### config.mk
export PLATFORM = sky130hd
export DESIGN_NAME = simon_decrypt_flat
export DESIGN_NICKNAME = d
export VERILOG_FILES = /design/src/rtl/simon_decrypt_pkg.sv /design/src/rtl/simon_decrypt_if.sv /design/src/rtl/simon_decrypt_inv_round.sv /design/src/rtl/simon_decrypt.sv /design/src/flat_wrapper.sv
export SDC_FILE = /design/constraint.sdc
export NUM_CORES = 1
export LEC_CHECK = 0
export ABC_CLOCK_PERIOD_IN_PS = 11310
export CAP_MARGIN = 5
export CORE_MARGIN = 2
export CORE_UTILIZATION = 24
export DETAILED_ROUTE_END_ITERATION = 10
export PLACE_DENSITY_LB_ADDON = 0.15
export SYNTH_ARGS = -nofsm -noshare
export SYNTH_HDL_FRONTEND = slang
export SYNTH_HIERARCHICAL = 1
export SYNTH_SLANG_ARGS = --single-unit
### constraint.sdc
create_clock -name clk -period 11.31 [get_ports clk]
set_input_delay 1.6965 -clock clk [delete_from_list [all_inputs] [get_ports clk]]
set_output_delay 1.6965 -clock clk [all_outputs]
set_load 0.01 [all_outputs]
### src/rtl/simon_decrypt_pkg.sv
// Shared definitions for the SIMON decryptor: round counts, z sequences,
// FSM state encoding and word rotate helpers.
package simon_decrypt_pkg;

    typedef enum logic [1:0] {
        S_IDLE    = 2'd0,
        S_EXPAND  = 2'd1,
        S_DECRYPT = 2'd2,
        S_DONE    = 2'd3
    } state_t;

    // z sequences written with z[0] as the leftmost (most significant) digit
    localparam logic [61:0] Z0 = 62'b11111010001001010110000111001101111101000100101011000011100110;
    localparam logic [61:0] Z1 = 62'b10001110111110010011000010110101000111011111001001100001011010;
    localparam logic [61:0] Z2 = 62'b10101111011100000011010010011000101000010001111110010110110011;
    localparam logic [61:0] Z3 = 62'b11011011101011000110010111100000010010001010011100110100001111;
    localparam logic [61:0] Z4 = 62'b11010001111001101011011000100000010111000011001010010011101111;

    // Number of rounds for a legal (n,m) pair, 0 for an illegal pair
    function automatic int unsigned rounds(input int unsigned n, input int unsigned m);
        if (n == 16 && m == 4) return 32;
        if (n == 24 && m == 3) return 36;
        if (n == 24 && m == 4) return 36;
        if (n == 32 && m == 3) return 42;
        if (n == 32 && m == 4) return 44;
        if (n == 48 && m == 2) return 52;
        if (n == 48 && m == 3) return 54;
        if (n == 64 && m == 2) return 68;
        if (n == 64 && m == 3) return 69;
        if (n == 64 && m == 4) return 72;
        return 0;
    endfunction

    // Which z sequence the key schedule uses for a given (n,m)
    function automatic int unsigned z_index(input int unsigned n, input int unsigned m);
        if (n == 16) return 0;
        if (n == 24) return (m == 3) ? 0 : 1;
        if (n == 32) return (m == 3) ? 2 : 3;
        if (n == 48) return (m == 2) ? 2 : 3;
        if (n == 64) return (m == 2) ? 2 : ((m == 3) ? 3 : 4);
        return 0;
    endfunction

    function automatic logic [61:0] z_seq(input int unsigned j);
        case (j)
            0:       return Z0;
            1:       return Z1;
            2:       return Z2;
            3:       return Z3;
            default: return Z4;
        endcase
    endfunction

    // Rotate left by s within the low w bits of a 64-bit container
    function automatic logic [63:0] rotl(input logic [63:0] x, input int unsigned s, input int unsigned w);
        logic [63:0] mask;
        logic [63:0] xm;
        mask = (w >= 64) ? '1 : ((64'd1 << w) - 64'd1);
        xm   = x & mask;
        return ((xm << s) | (xm >> (w - s))) & mask;
    endfunction

    // Rotate right by s within the low w bits of a 64-bit container
    function automatic logic [63:0] rotr(input logic [63:0] x, input int unsigned s, input int unsigned w);
        return rotl(x, w - s, w);
    endfunction

endpackage

### src/rtl/simon_decrypt_if.sv
// Bus-side handshake of the SIMON decryptor: the wrapper is the master,
// the decryptor core is the slave.
interface simon_decrypt_if #(
    parameter int unsigned N = 16,
    parameter int unsigned M = 4
);
    logic             en;
    logic [2*N-1:0]   ciphertext;
    logic [N*M-1:0]   key;
    logic [2*N-1:0]   plaintext;
    logic             busy;
    logic             done;

    modport master (output en, ciphertext, key, input plaintext, busy, done);
    modport slave  (input en, ciphertext, key, output plaintext, busy, done);
endinterface

### src/rtl/simon_decrypt_inv_round.sv
// One combinational SIMON inverse round: (x, y) -> (y, x ^ f(y) ^ k).
module simon_decrypt_inv_round
    import simon_decrypt_pkg::*;
#(
    parameter int unsigned N = 16
) (
    input  logic [N-1:0] x_in,
    input  logic [N-1:0] y_in,
    input  logic [N-1:0] k,
    output logic [N-1:0] x_out,
    output logic [N-1:0] y_out
);
    logic [N-1:0] f_y;

    // f(y) = (y<<<1 & y<<<8) ^ (y<<<2), then undo one encryption round
    always_comb begin
        f_y   = (N'(rotl(64'(y_in), 1, N)) & N'(rotl(64'(y_in), 8, N))) ^ N'(rotl(64'(y_in), 2, N));
        x_out = y_in;
        y_out = x_in ^ f_y ^ k;
    end
endmodule

### src/rtl/simon_decrypt.sv
// Iterative SIMON decryptor: expands the key into a round-key store, then
// runs inverse rounds from the last round key down to k0, one per clock.
// Optional key cache enabled by defining SIMON_DEC_KEYCACHE_EN.
module simon_decrypt
    import simon_decrypt_pkg::*;
#(
    parameter int unsigned N = 16,
    parameter int unsigned M = 4
) (
    input  logic            clk,
    input  logic            rst,
    simon_decrypt_if.slave  bus
);
    localparam int unsigned T      = rounds(N, M);
    localparam int unsigned AW     = $clog2(T);
    localparam logic [7:0]  T_LAST = 8'(T - 1);
    localparam logic [7:0]  M_W    = 8'(M);
    localparam logic [61:0] Z_SEQ  = z_seq(z_index(N, M));

    if (T == 0) begin : g_bad_params
        $error("simon_decrypt: unsupported (N,M) parameter pair");
    end

    state_t         state;
    state_t         state_nx;
    logic [7:0]     cnt;
    logic [N-1:0]   ks  [T];
    logic [N-1:0]   win [M];
    logic [N-1:0]   xr;
    logic [N-1:0]   yr;
    logic [2*N-1:0] pt;
    logic [N-1:0]   x_nx;
    logic [N-1:0]   y_nx;
    logic [N-1:0]   rk;
    logic [N-1:0]   new_word;
    logic [N-1:0]   t;
    logic [7:0]     z_pos;
    logic [5:0]     z_sel;
    logic           cache_hit;

    assign rk            = ks[cnt[AW-1:0]];
    assign bus.plaintext = pt;

    simon_decrypt_inv_round #(.N(N)) u_round (
        .x_in  (xr),
        .y_in  (yr),
        .k     (rk),
        .x_out (x_nx),
        .y_out (y_nx)
    );

`ifdef SIMON_DEC_KEYCACHE_EN
    logic [N*M-1:0] tag;
    logic           tag_valid;

    // A stored key is only trusted once its expansion has completed
    assign cache_hit = tag_valid && (bus.key == tag) && (state != S_EXPAND);

    // Remember the last key sent through EXPAND and whether its schedule is complete
    always_ff @(posedge clk) begin
        if (rst) begin
            tag       <= '0;
            tag_valid <= 1'b0;
        end else if (bus.en) begin
            if (state == S_EXPAND) tag_valid <= 1'b0;
            if (!cache_hit)        tag       <= bus.key;
        end else if (state == S_EXPAND && cnt == T_LAST) begin
            tag_valid <= 1'b1;
        end
    end
`else
    assign cache_hit = 1'b0;
`endif

    // Key schedule step over the sliding window k[i..i+m-1] producing k[i+m]
    always_comb begin
        z_pos = cnt - M_W;
        if (z_pos >= 8'd62) z_pos = z_pos - 8'd62;
        z_sel = 6'(8'd61 - z_pos);
        t = N'(rotr(64'(win[M-1]), 3, N));
        if (M == 4) t = t ^ win[1];
        t = t ^ N'(rotr(64'(t), 1, N));
        new_word = ~win[0] ^ t ^ {{(N-1){1'b0}}, Z_SEQ[z_sel]} ^ N'(3);
    end

    // Next-state and status outputs; a start pulse overrides everything
    always_comb begin
        state_nx = state;
        bus.busy = 1'b0;
        bus.done = 1'b0;
        if (bus.en) begin
            state_nx = cache_hit ? S_DECRYPT : S_EXPAND;
        end else begin
            case (state)
                S_EXPAND:  if (cnt == T_LAST) state_nx = S_DECRYPT;
                S_DECRYPT: if (cnt == 8'd0)   state_nx = S_DONE;
                default:   state_nx = state;
            endcase
        end
        case (state)
            S_EXPAND, S_DECRYPT: bus.busy = 1'b1;
            S_DONE:              bus.done = 1'b1;
            default:             ;
        endcase
    end

    // FSM state register
    always_ff @(posedge clk) begin
        if (rst) state <= S_IDLE;
        else     state <= state_nx;
    end

    // Round counter, cipher state and result register
    always_ff @(posedge clk) begin
        if (rst) begin
            cnt <= 8'd0;
            xr  <= '0;
            yr  <= '0;
            pt  <= '0;
        end else if (bus.en) begin
            cnt <= cache_hit ? T_LAST : M_W;
            xr  <= bus.ciphertext[2*N-1:N];
            yr  <= bus.ciphertext[N-1:0];
            pt  <= '0;
        end else if (state == S_EXPAND) begin
            if (cnt != T_LAST) cnt <= cnt + 8'd1;
        end else if (state == S_DECRYPT) begin
            xr <= x_nx;
            yr <= y_nx;
            if (cnt == 8'd0) pt  <= {x_nx, y_nx};
            else             cnt <= cnt - 8'd1;
        end
    end

    // Round-key store and key-schedule window; contents are qualified by the FSM, not reset
    always_ff @(posedge clk) begin
        if (!rst) begin
            if (bus.en) begin
                for (int j = 0; j < int'(M); j++) begin
                    ks[j]  <= bus.key[j*N +: N];
                    win[j] <= bus.key[j*N +: N];
                end
            end else if (state == S_EXPAND) begin
                ks[cnt[AW-1:0]] <= new_word;
                for (int j = 0; j < int'(M) - 1; j++) win[j] <= win[j+1];
                win[M-1] <= new_word;
            end
        end
    end
endmodule

### src/flat_wrapper.sv
// flat-port wrapper written by rule: the top's interface ports become plain ports
module simon_decrypt_flat import simon_decrypt_pkg::*;
#(
    parameter int unsigned N = 16,
    parameter int unsigned M = 4
)
  (clk, rst, bus_en, bus_ciphertext, bus_key, bus_plaintext, bus_busy, bus_done);
  simon_decrypt_if #(.N(N), .M(M)) bus_i ();
  input  logic clk;
  input  logic rst;
  input wire logic [$bits(bus_i.en)-1:0] bus_en;
  input wire logic [$bits(bus_i.ciphertext)-1:0] bus_ciphertext;
  input wire logic [$bits(bus_i.key)-1:0] bus_key;
  output wire logic [$bits(bus_i.plaintext)-1:0] bus_plaintext;
  output wire logic [$bits(bus_i.busy)-1:0] bus_busy;
  output wire logic [$bits(bus_i.done)-1:0] bus_done;
  assign bus_i.en = bus_en;
  assign bus_i.ciphertext = bus_ciphertext;
  assign bus_i.key = bus_key;
  assign bus_plaintext = bus_i.plaintext;
  assign bus_busy = bus_i.busy;
  assign bus_done = bus_i.done;
  simon_decrypt #(.N(N), .M(M)) u_core (.clk(clk), .rst(rst), .bus(bus_i));
endmodule
Word level (Yosys, flattened, before mapping):

Memories as Yosys holds them, arrays and structs flattened.
Index checks and enable logic that the tools add are counted.

* add/sub/neg operators: 5
* $lt $le $gt $ge: 2
* eq/ne operators: 14
* muxes and demuxes: 33
* bitwise operators: 20
* reduce and logical (&&, ||, !) cells: 13

Operator list (count)
* $mux W16: 11
* $xor A16 B16 Y16: 6
* $mux W8: 4
* $and A16 B16 Y16: 1
* $not A16 Y16: 1
* $or A16 B1 Y16: 1
* $or A16 B13 Y16: 1
* $or A16 B15 Y16: 1
* $or A16 B2 Y16: 1
* $or A16 B8 Y16: 1
* $reduce_or A16 Y1: 1
* $xor A16 B1 Y16: 1
* $reduce_and A3 Y1: 5
* $mux W1: 12
* $add A8 B1 Y8 const B: 1
* $eq A8 B5 Y1 const B: 1
* $ge A8 B6 Y1 const B: 1
* $logic_not A8 Y1: 1
* $ne A8 B5 Y1 const B: 1
* $sub A8 B1 Y8 const B: 1
* $sub A8 B3 Y8 const B: 1
* $lt A6 B7 Y1 const B: 1
* $mux W6: 1
* $ne A2 B2 Y1 const B: 3
* other kinds (18): 28

* bits in registers: 74
* memory bits (writable): 576
* memory bits (read-only): 64
* word-level logic and storage cells: 97
* memories: 3

Memory list
* u_core.ks: words 32, width 16, rd ports 1, clocked after memory_dff 0, wr ports 4, line simon_decrypt.sv:27 `logic [N-1:0] ks [T];`
* (no name shown): words 64, width 1, rd ports 1, clocked after memory_dff 0, wr ports 0, line simon_decrypt.sv:83 `new_word = ~win[0] ^ t ^ {{(N-1){1'b0}}, Z_SEQ[z_sel]} ^ N'(3);`
* u_core.win: words 4, width 16, rd ports 4, clocked after memory_dff 0, wr ports 4, line simon_decrypt.sv:28 `logic [N-1:0] win [M];`

Depth between registers and ports, before layout:

Gate-level depths: netlist of the first run.

* word-level depth: 9
* depth in mapped cells: 18
* mapped depth without buffers: 17

By module:

Netlist of the first run, hierarchy kept.

Modules (own cells, without submodules)
* simon_decrypt: times used 1, cells each 1792, area each 27072.2 um^2, sequential area each 18778.0 um^2
* simon_decrypt_inv_round: times used 1, cells each 64, area each 680.7 um^2, sequential area each 0.0 um^2

Worst setup path after synthesis of the first run:

No wires, ideal clock.

* path type: input -> register
* start: input port bus_en
* end: memory u_core.win[0][0] (enable)
* library setup time: 0.507 ns
* data arrival time: 5.187 ns
* data required time: 10.803 ns
* path slack: 5.616 ns
* stages: 3
* buffers on the path: 1
* cells stage by stage: clkbuf_1 > inv_1 > a21oi_1

RTL lines
* start, declared: line flat_wrapper.sv:11 `input wire logic [$bits(bus_i.en)-1:0] bus_en;`
* end, declared: line simon_decrypt.sv:28

==> flow_summary.toml, run 1 <==
[run_status]
status = "complete, no violations"

[synth]
netlist_instances = 1856
synthArstFlopShare_pct = 0
synth-seq-cells = 650
netlist_area_um2 = 27800
ys_types = 62
synth_edf_count = 576
synth-main-ff-cell = "edfxtp_1"
ys_warn_count = 6
syn-num-nets = 1973
syn-mean-instance-area_um2 = 15.0
yosysSeqAreaShare_pct = 67.7

[critical_path]
setup.worst_path.class = "reg -> reg"
critPathMaxStageDelay_ns = 0.74
cp_top_family = "compound AO/OA/AOI/OAI gates"
crit_path_start_kind = "register"
path_buf_inv = 3
end_kind = "register"
cp_max_fo = 28
cp.arrival_ns = 6.07
cp_slowest_cell = "dfxtp_1"
required_ns = 11.65
cp_cell_sequence = "inv_1, ha_1, o21bai_1, a211oi_2, o32ai_4, xnor2_2, inv_1, ha_1, xor2_1, nand2_1, o22ai_4, nor4_1, a2111oi_1, a311oi_2, nor3_2, nor2_1, buf_4"

[clock_tree]
htree_levels = 3
cts_hold_buf = 0
cts_setup_buffers = 0
clk_pin_slew_worst_paths_ns = 0.05
clk_latency_ns = 0.63
clockBufferDepth = 3
cts-root-buf = "clkbuf_16"
cts_resized = 0
cts_tree = "done"
cts.sinks = 650
numCtsBuffers = 74

[timing]
hold_violations = 0
slew_headroom_pct = 9.68
setup_viol_count_final = 0
finalMaxSlewViolations = 0
worst_slack_ns = 5.58
max_freq_mhz = 175
holdWs_ns = 0.453
fin_crit_sh_pct = 50.6
tns_ns = 0
fin_skew_ns = 0.0317
rsz0062_at_grt = "false"
worst_pin_slew_ns = 1.35
fin_crit_ns = 5.73

[global_route]
grt_pass1_wl_mm = 120
overflow = 0
grt_pass1_vias = 16500
grtUsageTotal_pct = 14.2
antenna_found_initial = 2
grt_max_degree = 75

[route]
vias = 16100
routed_wl_mm = 84.0
drc = 0
drt_iter0_drc = 1238
post_drt_wl_per_cell_um = 23.6
wl_met3_mm = 3.44
routed_via_density = 4.52
wl_met2_mm = 39.6
dr.pass1.iters = 5
antenna_left = 0
topRoutingLayerUsed = "met4"
wl_met1_mm = 38.9

[power]
p_leak_nw = 10.8
vdd_drop_max_mv = 0.113
power_per_cell_area_nw_per_um2 = 183

[layout]
drive_gt1_share_pct = 15.6
n_fill_cell = 11500
final_core_util_pct = 29.1
area_delta_synth_final_pct = 20.0
final_nets = 2111
antennaDiodeCount = 0

[placement]
dp_hpwl_mm = 53.8
gp_congestion = 0.773
dp_slack_ns = 5.22
io_buffers = 132

[job]
cap_violations = 0

[die]
rows = 124
start_util_pct = 24.2
core_area_um2 = 115000
die_w_um = 344
die_area_um2 = 118000
chipHeight_um = 344
io-pin-count = 133

[worst_hold_path]
hold_path.class = "reg -> reg"
-- logic make-up after synthesis --
kind of cell | synth area share (%)
AND/OR/NAND/NOR | 7.57
flip-flops | 67.7
AO/OA/AOI/OAI | 5.90
XOR/XNOR | 3.88
buffers and inverters | 2.30
multiplexers | 11.9
adder cells (fa/ha/maj) | 0.839
-- tightest hold or removal path, delay by kind of cell, from the launching register on --
family / cells / cell delay [ns]
flops: 1 / 0.30
simple gates: 1 / 0.05
compound gates: 1 / 0.05
-- per-layer routing --
| metal | GRT usage [%] | vias to the layer above |
|---|---|---|
| li1 | - | 7280 |
| met1 | 19.7 | 8363 |
| met2 | 22.9 | 377 |
| met3 | 2.09 | 106 |
| met4 | 4.15 | 0 |
| met5 | 0 | - |
-- worst paths after layout --
path,start,endpoint,slack (ns),cells after the start
worst max-delay path,u_core/cnt[2],u_core/ks[23][0],5.58,17
worst min-delay path,u_core/bus.plaintext[31],u_core/bus.plaintext[31],0.45,2
worst max register to register,u_core/cnt[2],u_core/ks[23][0],5.58,17
worst min register to register,u_core/bus.plaintext[31],u_core/bus.plaintext[31],0.45,2
-- cells in the final DEF (no fill, tap or decap), types with 5 or more instances in the layout --
cell type / instances
xor2_1: 21
o31ai_1: 6
nor2_1: 118
nand2_1: 304
a21oi_1: 95
or2_2: 5
nor2_2: 11
clkdlybuf4s50_1: 131
dfxtp_1: 72
bufinv_16: 7
and3_1: 6
inv_1: 28
clkinv_2: 6
or3_1: 8
nand2b_1: 7
buf_4: 54
edfxtp_1: 576
nand3_1: 8
ha_1: 17
xnor2_1: 56
xnor3_1: 16
clkbuf_1: 26
mux2i_1: 36
clkinv_1: 15
a22oi_1: 64
nand4_1: 19
clkbuf_16: 76
o21ai_0: 67
mux4_2: 128
-- Yosys cell counts (19+ instances only) --
library cell    n  area [um^2]
a21oi_1        96          480
a22oi_1        64          480
buf_1          21         78.8
clkbuf_1       84          315
dfxtp_1        74         1480
edfxtp_1      576        17300
inv_1          28          105
mux2i_1        36          360
mux4_2        128         2880
nand2_1       304         1140
nand4_1        19          119
nor2_1        130          488
o21ai_0        68          340
xnor2_1        57          499
xor2_1         21          184
-- registers in the layout (all words and copies together) (netlist names) --
register	flops
u_core/cnt	8
u_core/ks	512
u_core/yr	16
u_core/win	64
u_core/xr	16
u_core/state	2
u_core/bus.plaintext	32
-- power by group --
part / leakage, nW / switching, mW / internal (mW)
sequential: 5.84 / 0.0385 / 2.82
clock: 1.15 / 0.993 / 1.41
combinational: 3.85 / 0.580 / 0.257
total: 10.8 / 1.61 / 4.48
-- area by class of cell --
class                           count  area, um^2  share of cell area, %
Clock inverter                     32         359                   1.08
Timing Repair Buffer              186        1720                   5.17
Tap cell                         1512        1890                   5.68
Clock buffer                      103        2010                   6.05
Inverter                           29         109                  0.327
Sequential cell                   650       18800                   56.4
Multi-Input combinational cell   1053        8420                   25.3
-- per-stage QoR --
step / std cells / power, mW / cell area, um^2
2_1_floorplan: 1856 / 3.35 / 27800
3_3_place_gp: 3430 / 3.74 / 30900
3_5_place_dp: 3430 / 3.76 / 30900
4_1_cts: 3565 / 6.19 / 33300
5_1_grt: 3565 / 6.33 / 33300
6_report: 3565 / 6.10 / 33300
(Power assumes the default switching activity.)
==> inputs of run 2 (changes only) <==
Settings changed: ABC_CLOCK_PERIOD_IN_PS 11310 to 5800.
Clock period 11.31 ns to 5.8 ns, I/O delays scaled along.
==> run 2 against run 1 <==
Compared with the run above:
- wire length fell by 2.8%
- largest power group unchanged
- clock-buffer cell count shrank 11
- hold slack worse by 0.0012 ns
- core utilization increased by 0.070 points
- global-route usage is 0.33 points lower
- clock skew about the same
- sequential share of layout area decreased by 0.14 points
- highest routed layer is now met5
- sequential power rose by 95%
- critical endpoint is now u_core/ks[15][0]
- combinational power increased by 79%
- total power rose by 91%
==> flow_summary.toml, run 2 (same netlist as run 1, synthesis figures left out) <==
[power]
fin_total_pwr_mw = 11.7
vdd_drop_max_mv = 0.197
power_per_cell_area_nw_per_um2 = 349
p_leak_nw = 10.9

[critical_path]
end_kind = "register"
setup.worst_path.class = "reg -> reg"
cp_max_fo = 28
crit_path_start_kind = "register"
cp.arrival_ns = 5.25
r2r_start = "u_core/cnt[2]"
required_ns = 6.15
crit_start = "u_core/cnt[2]"

[placement]
dp_slack_ns = 0.953
gp_congestion = 0.755
dp_hpwl_mm = 53.3
dp.cells = 3440
io_buffers = 132

[layout]
final_nets = 2121
fin_cells = 3572
largest_reg_flops = 512
area_delta_synth_final_pct = 20.3
layout_commonest_cell = "edfxtp_1"
final_cell_mix = "edfxtp_1, nand2_1, clkdlybuf4s50_1, mux4_2, nor2_1"
n_fill_cell = 11500
regMostFlops = "u_core/ks"
drive_gt1_share_pct = 16.3

[global_route]
grt_max_degree = 81
gr-usage-met2_pct = 21.8
busiest_layer = "met2"
grt_pass1_wl_mm = 119
antenna_found_initial = 3
overflow = 0
use_met3_pct = 2.31
grt_pass1_vias = 16700
met1_usage_pct = 19.7
grtUsageTotal_pct = 13.8

[die]
die_area_um2 = 118000
chipHeight_um = 344
core_area_um2 = 115000
io-pin-count = 133
die_w_um = 344
rows = 124
start_util_pct = 24.2

[clock_tree]
numCtsBuffers = 74
cts_tree = "done"
cts-root-buf = "clkbuf_16"
cts_hold_buf = 0
clockBufferDepth = 3
cts_setup_buffers = 0
clk_pin_slew_worst_paths_ns = 0.06
htree_levels = 3
clk_latency_ns = 0.64
cts.sinks = 650
cts_resized = 0

[timing]
slew_headroom_pct = 19.4
fin_crit_sh_pct = 84.5
max_freq_mhz = 204
fin_crit_ns = 4.90
worst_pin_slew_ns = 1.21
worst_slack_ns = 0.900
fin_skew_ns = 0.0322
rsz0062_at_grt = "false"
holdWs_ns = 0.452
hold_violations = 0
finalMaxSlewViolations = 0
tns_ns = 0
setup_viol_count_final = 0

[route]
dr.pass1.iters = 5
routed_via_density = 4.51
vias = 16100
drc = 0
routed_wl_mm = 81.7
post_drt_wl_per_cell_um = 22.9
antenna_left = 0
drt_iter0_drc = 1229

[job]
cap_violations = 0

[worst_hold_path]
hold_start = "u_core/bus.plaintext[30]"
hold_path.class = "reg -> reg"

[run_status]
status = "complete, no violations"
## run 2: cell count changes in the layout (fill, tap and decap cells not counted), sizes merged
| cell | before | now |
|---|---|---|
| bufinv | 7 | 6 |
| clkinvlp | 0 | 1 |
| clkbuf | 103 | 92 |
| buf | 55 | 65 |
| clkinv | 24 | 28 |
| inv | 30 | 32 |
| diode | 0 | 2 |
## run 2: final timing paths
| kind | to | slack [ns] | depth (start not counted) |
|---|---|---|---|
| min | u_core/bus.plaintext[30] | 0.45 | 2 |
| min reg2reg | u_core/bus.plaintext[30] | 0.45 | 2 |
| max reg2reg | u_core/ks[15][0] | 0.90 | 17 |
| max | u_core/ks[15][0] | 0.90 | 17 |
## run 2: critical path, cell delays in order (launching register included)
cell       delay, ns
dfxtp_1         0.31
inv_1           0.29
ha_1            0.37
nand2b_1        0.22
o21a_1          0.24
o32ai_4         0.43
xnor2_2         0.20
inv_1           0.15
ha_1            0.24
xor2_1          0.27
nand2_1         0.18
o22ai_4         0.26
nor4_1          0.09
a2111oi_1       0.43
a311oi_2        0.12
nor3_2          0.46
nor2_1          0.11
buf_4           0.24
## run 2: cell type report
class	count	area [um^2]	area share, %
multi-input combinational	1053	8430	25.2
tap	1512	1890	5.67
timing repair buffer	196	1830	5.50
inverter	29	109	0.326
clock buffer	92	1960	5.88
antenna	2	5.00	0.0150
sequential	650	18800	56.3
clock inverter	38	367	1.10
## run 2: per-layer routing
metal  part of all wire, %  wire length, um
met5                 0.016               13
met4                   1.9             1540
met3                   4.8             3920
met2                    46            37800
met1                    47            38400
## run 2: power breakdown
| part | switching [mW] | total [mW] | internal, mW | leakage [nW] |
|---|---|---|---|---|
| Sequential | 0.0636 | 5.57 | 5.51 | 5.84 |
| Combinational | 1.03 | 1.50 | 0.479 | 3.92 |
| Clock | 1.91 | 4.58 | 2.67 | 1.14 |
| Total | 3.00 | 11.7 | 8.66 | 10.9 |
## run 2: stage by stage
step	area [um^2]	util, %
floorplan	27800	-
global placement	31000	27.1
detailed placement	31000	27.1
CTS	33400	29.1
global route	33400	29.1
finish	33400	29.2
==> inputs of run 3 (changes only) <==
Settings changed: ABC_CLOCK_PERIOD_IN_PS 5800 to 4240.
Clock period 5.8 ns to 4.24 ns, I/O delays scaled along.
==> run 3 against run 2 <==
Compared with the run above:
- flip-flop and latch count is the same
- hold slack better by 0.0046 ns
- via count up 1.6%
- wire length rose by 0.74%
- die area unchanged
- sequential share of layout area decreased by 1.1 points
- critical path type unchanged
- critical endpoint is now u_core/ks[0][0]
==> flow_summary.toml, run 3 (same netlist as run 1, synthesis figures left out) <==
[timing]
tns_ns = 0
max_freq_mhz = 244
finalMaxSlewViolations = 0
setup_viol_count_final = 0
hold_violations = 0
fin_crit_ns = 4.10
fin_skew_ns = 0.0272
slew_headroom_pct = 22.1
fin_crit_sh_pct = 96.7
worst_pin_slew_ns = 1.17

[layout]
final_nets = 2191
regMostFlops = "u_core/ks"
layout_commonest_cell = "edfxtp_1"
area_delta_synth_final_pct = 22.6
post-route-cell-area_um2 = 34000
largest_reg_flops = 512
antennaDiodeCount = 0
final_core_util_pct = 29.7
final_cell_mix = "edfxtp_1, nand2_1, clkdlybuf4s50_1, mux4_2, buf_4"
drive_gt1_share_pct = 19.4

[run_status]
status = "complete, no violations"

[power]
switching_share_pct = 25.8
fin_total_pwr_mw = 16.2
p_sw_mw = 4.20
power_frac_clock_pct = 37.8
p_int_mw = 12.0
vdd_drop_max_mv = 0.268
p_comb_share_pct = 15.4
power_per_cell_area_nw_per_um2 = 477
seq_power_share_pct = 46.8
p_leak_nw = 11.2

[die]
die_area_um2 = 118000
core_area_um2 = 115000
rows = 124
die_w_um = 344
start_util_pct = 24.2
io-pin-count = 133
chipHeight_um = 344

[job]
cap_violations = 0

[placement]
io_buffers = 132
gp_congestion = 0.752
place_area_um2 = 31500
dp_hpwl_mm = 53.1

[critical_path]
r2r_start = "u_core/cnt[2]"
crit_path_start_kind = "register"
cp.arrival_ns = 4.52
cp_max_fo = 5
rr_worst_depth = 20
crit_start = "u_core/cnt[2]"
end_kind = "register"
r2r_setup_slack_ns = 0.14
setup.worst_path.class = "reg -> reg"
crit_end = "u_core/ks[0][0]"
r2r_end = "u_core/ks[0][0]"
required_ns = 4.66

[clock_tree]
cts_tree = "done"
cts.sinks = 650
clockBufferDepth = 3
clk_latency_ns = 0.62
numCtsBuffers = 73
cts_hold_buf = 0
clk_pin_slew_worst_paths_ns = 0.06
htree_levels = 3
cts-root-buf = "clkbuf_16"

[worst_hold_path]
hold_path.class = "reg -> reg"

[route]
routed_via_density = 4.50
drt_iter0_drc = 1291
drc = 0
routed_wl_mm = 82.3
dr.pass1.iters = 5
vias = 16400
antenna_left = 0
post_drt_wl_per_cell_um = 22.6

[global_route]
overflow = 0
antenna_found_initial = 0
grt_pass1_vias = 16900
grt_max_degree = 107
grtUsageTotal_pct = 13.8
grt_pass1_wl_mm = 119
## run 3: changes by cell type in the layout (fill, tap and decap cells not counted), sizes merged
cell,previous run,this run
buf,65,135
bufinv,6,5
clkbuf,92,99
clkinv,28,20
clkinvlp,1,2
diode,2,0
inv,32,29
nor2,130,131
## run 3: what timing repair did
item | CTS | global route
setup buffers | 4 | 6
cloned | 1 | 0
gates resized for setup | 5 | 18
pin swaps | 4 | 12
setup endpoints to repair | 33 | 33
## run 3: critical path, stage by stage, from the launching register on
cell and delay (ns):
dfxtp_2 0.35, inv_4 0.06, ha_4 0.23, nand2b_1 0.15
o21a_1 0.24, o32ai_4 0.35, buf_6 0.16, xnor2_2 0.13
inv_2 0.09, ha_4 0.19, xor2_4 0.16, a31o_4 0.23
o22ai_4 0.23, buf_6 0.15, nand3_2 0.07, a211oi_2 0.27
o21a_1 0.25, nor3_4 0.07, buf_4 0.14, buf_4 0.14
o31ai_1 0.25
## run 3: per-layer routing
| layer | share of wire, % | track usage, % | vias up |
|---|---|---|---|
| met5 | 0 | 0 | - |
| met4 | 2.3 | 3.80 | 0 |
| met3 | 3.6 | 2.39 | 98 |
| met2 | 46 | 21.5 | 339 |
| met1 | 48 | 19.8 | 8513 |
| li1 | - | - | 7426 |
## run 3: area by class of cell
| cell class | instances | area (um^2) |
|---|---|---|
| clock inverters | 27 | 268 |
| repair buffers | 266 | 2430 |
| multi-input cells | 1054 | 8540 |
| clock buffers | 99 | 2000 |
| fillers | 11500 | 80500 |
| inverters | 29 | 111 |
| well taps | 1512 | 1890 |
| flip-flops and latches | 650 | 18800 |
## run 3: worst min-delay path by stage
stage	slack, ns	cells past startpoint	startpoint	endpoint
2_1_floorplan	0.48	2	u_core/bus.plaintext[0]	u_core/bus.plaintext[0]
3_3_place_gp	0.45	2	u_core/bus.plaintext[10]	u_core/bus.plaintext[10]
3_5_place_dp	0.45	2	u_core/bus.plaintext[7]	u_core/bus.plaintext[7]
4_1_cts	0.46	2	u_core/bus.plaintext[7]	u_core/bus.plaintext[7]
5_1_grt	0.48	2	u_core/bus.plaintext[17]	u_core/bus.plaintext[17]
6_report	0.46	2	u_core/bus.plaintext[7]	u_core/bus.plaintext[7]
## run 3: power by group through the flow
stage,Clock (mW),Sequential (mW),Combinational [mW]
6_report,6.14,7.60,2.50
5_1_grt,6.55,7.61,2.71
4_1_cts,6.32,7.60,2.41
3_5_place_dp,0,7.74,2.28
3_3_place_gp,0,7.74,2.23
2_1_floorplan,0,7.70,1.28
## run 3: metrics by stage
stage          cells  setup slack (ns)  hold WS, ns
3_5_place_dp    3500            -0.175        0.450
2_1_floorplan   1856            0.0158        0.481
6_report        3637             0.141        0.457
4_1_cts         3631            0.0181        0.459
5_1_grt         3637           -0.0257        0.484
3_3_place_gp    3500          -0.00307        0.447
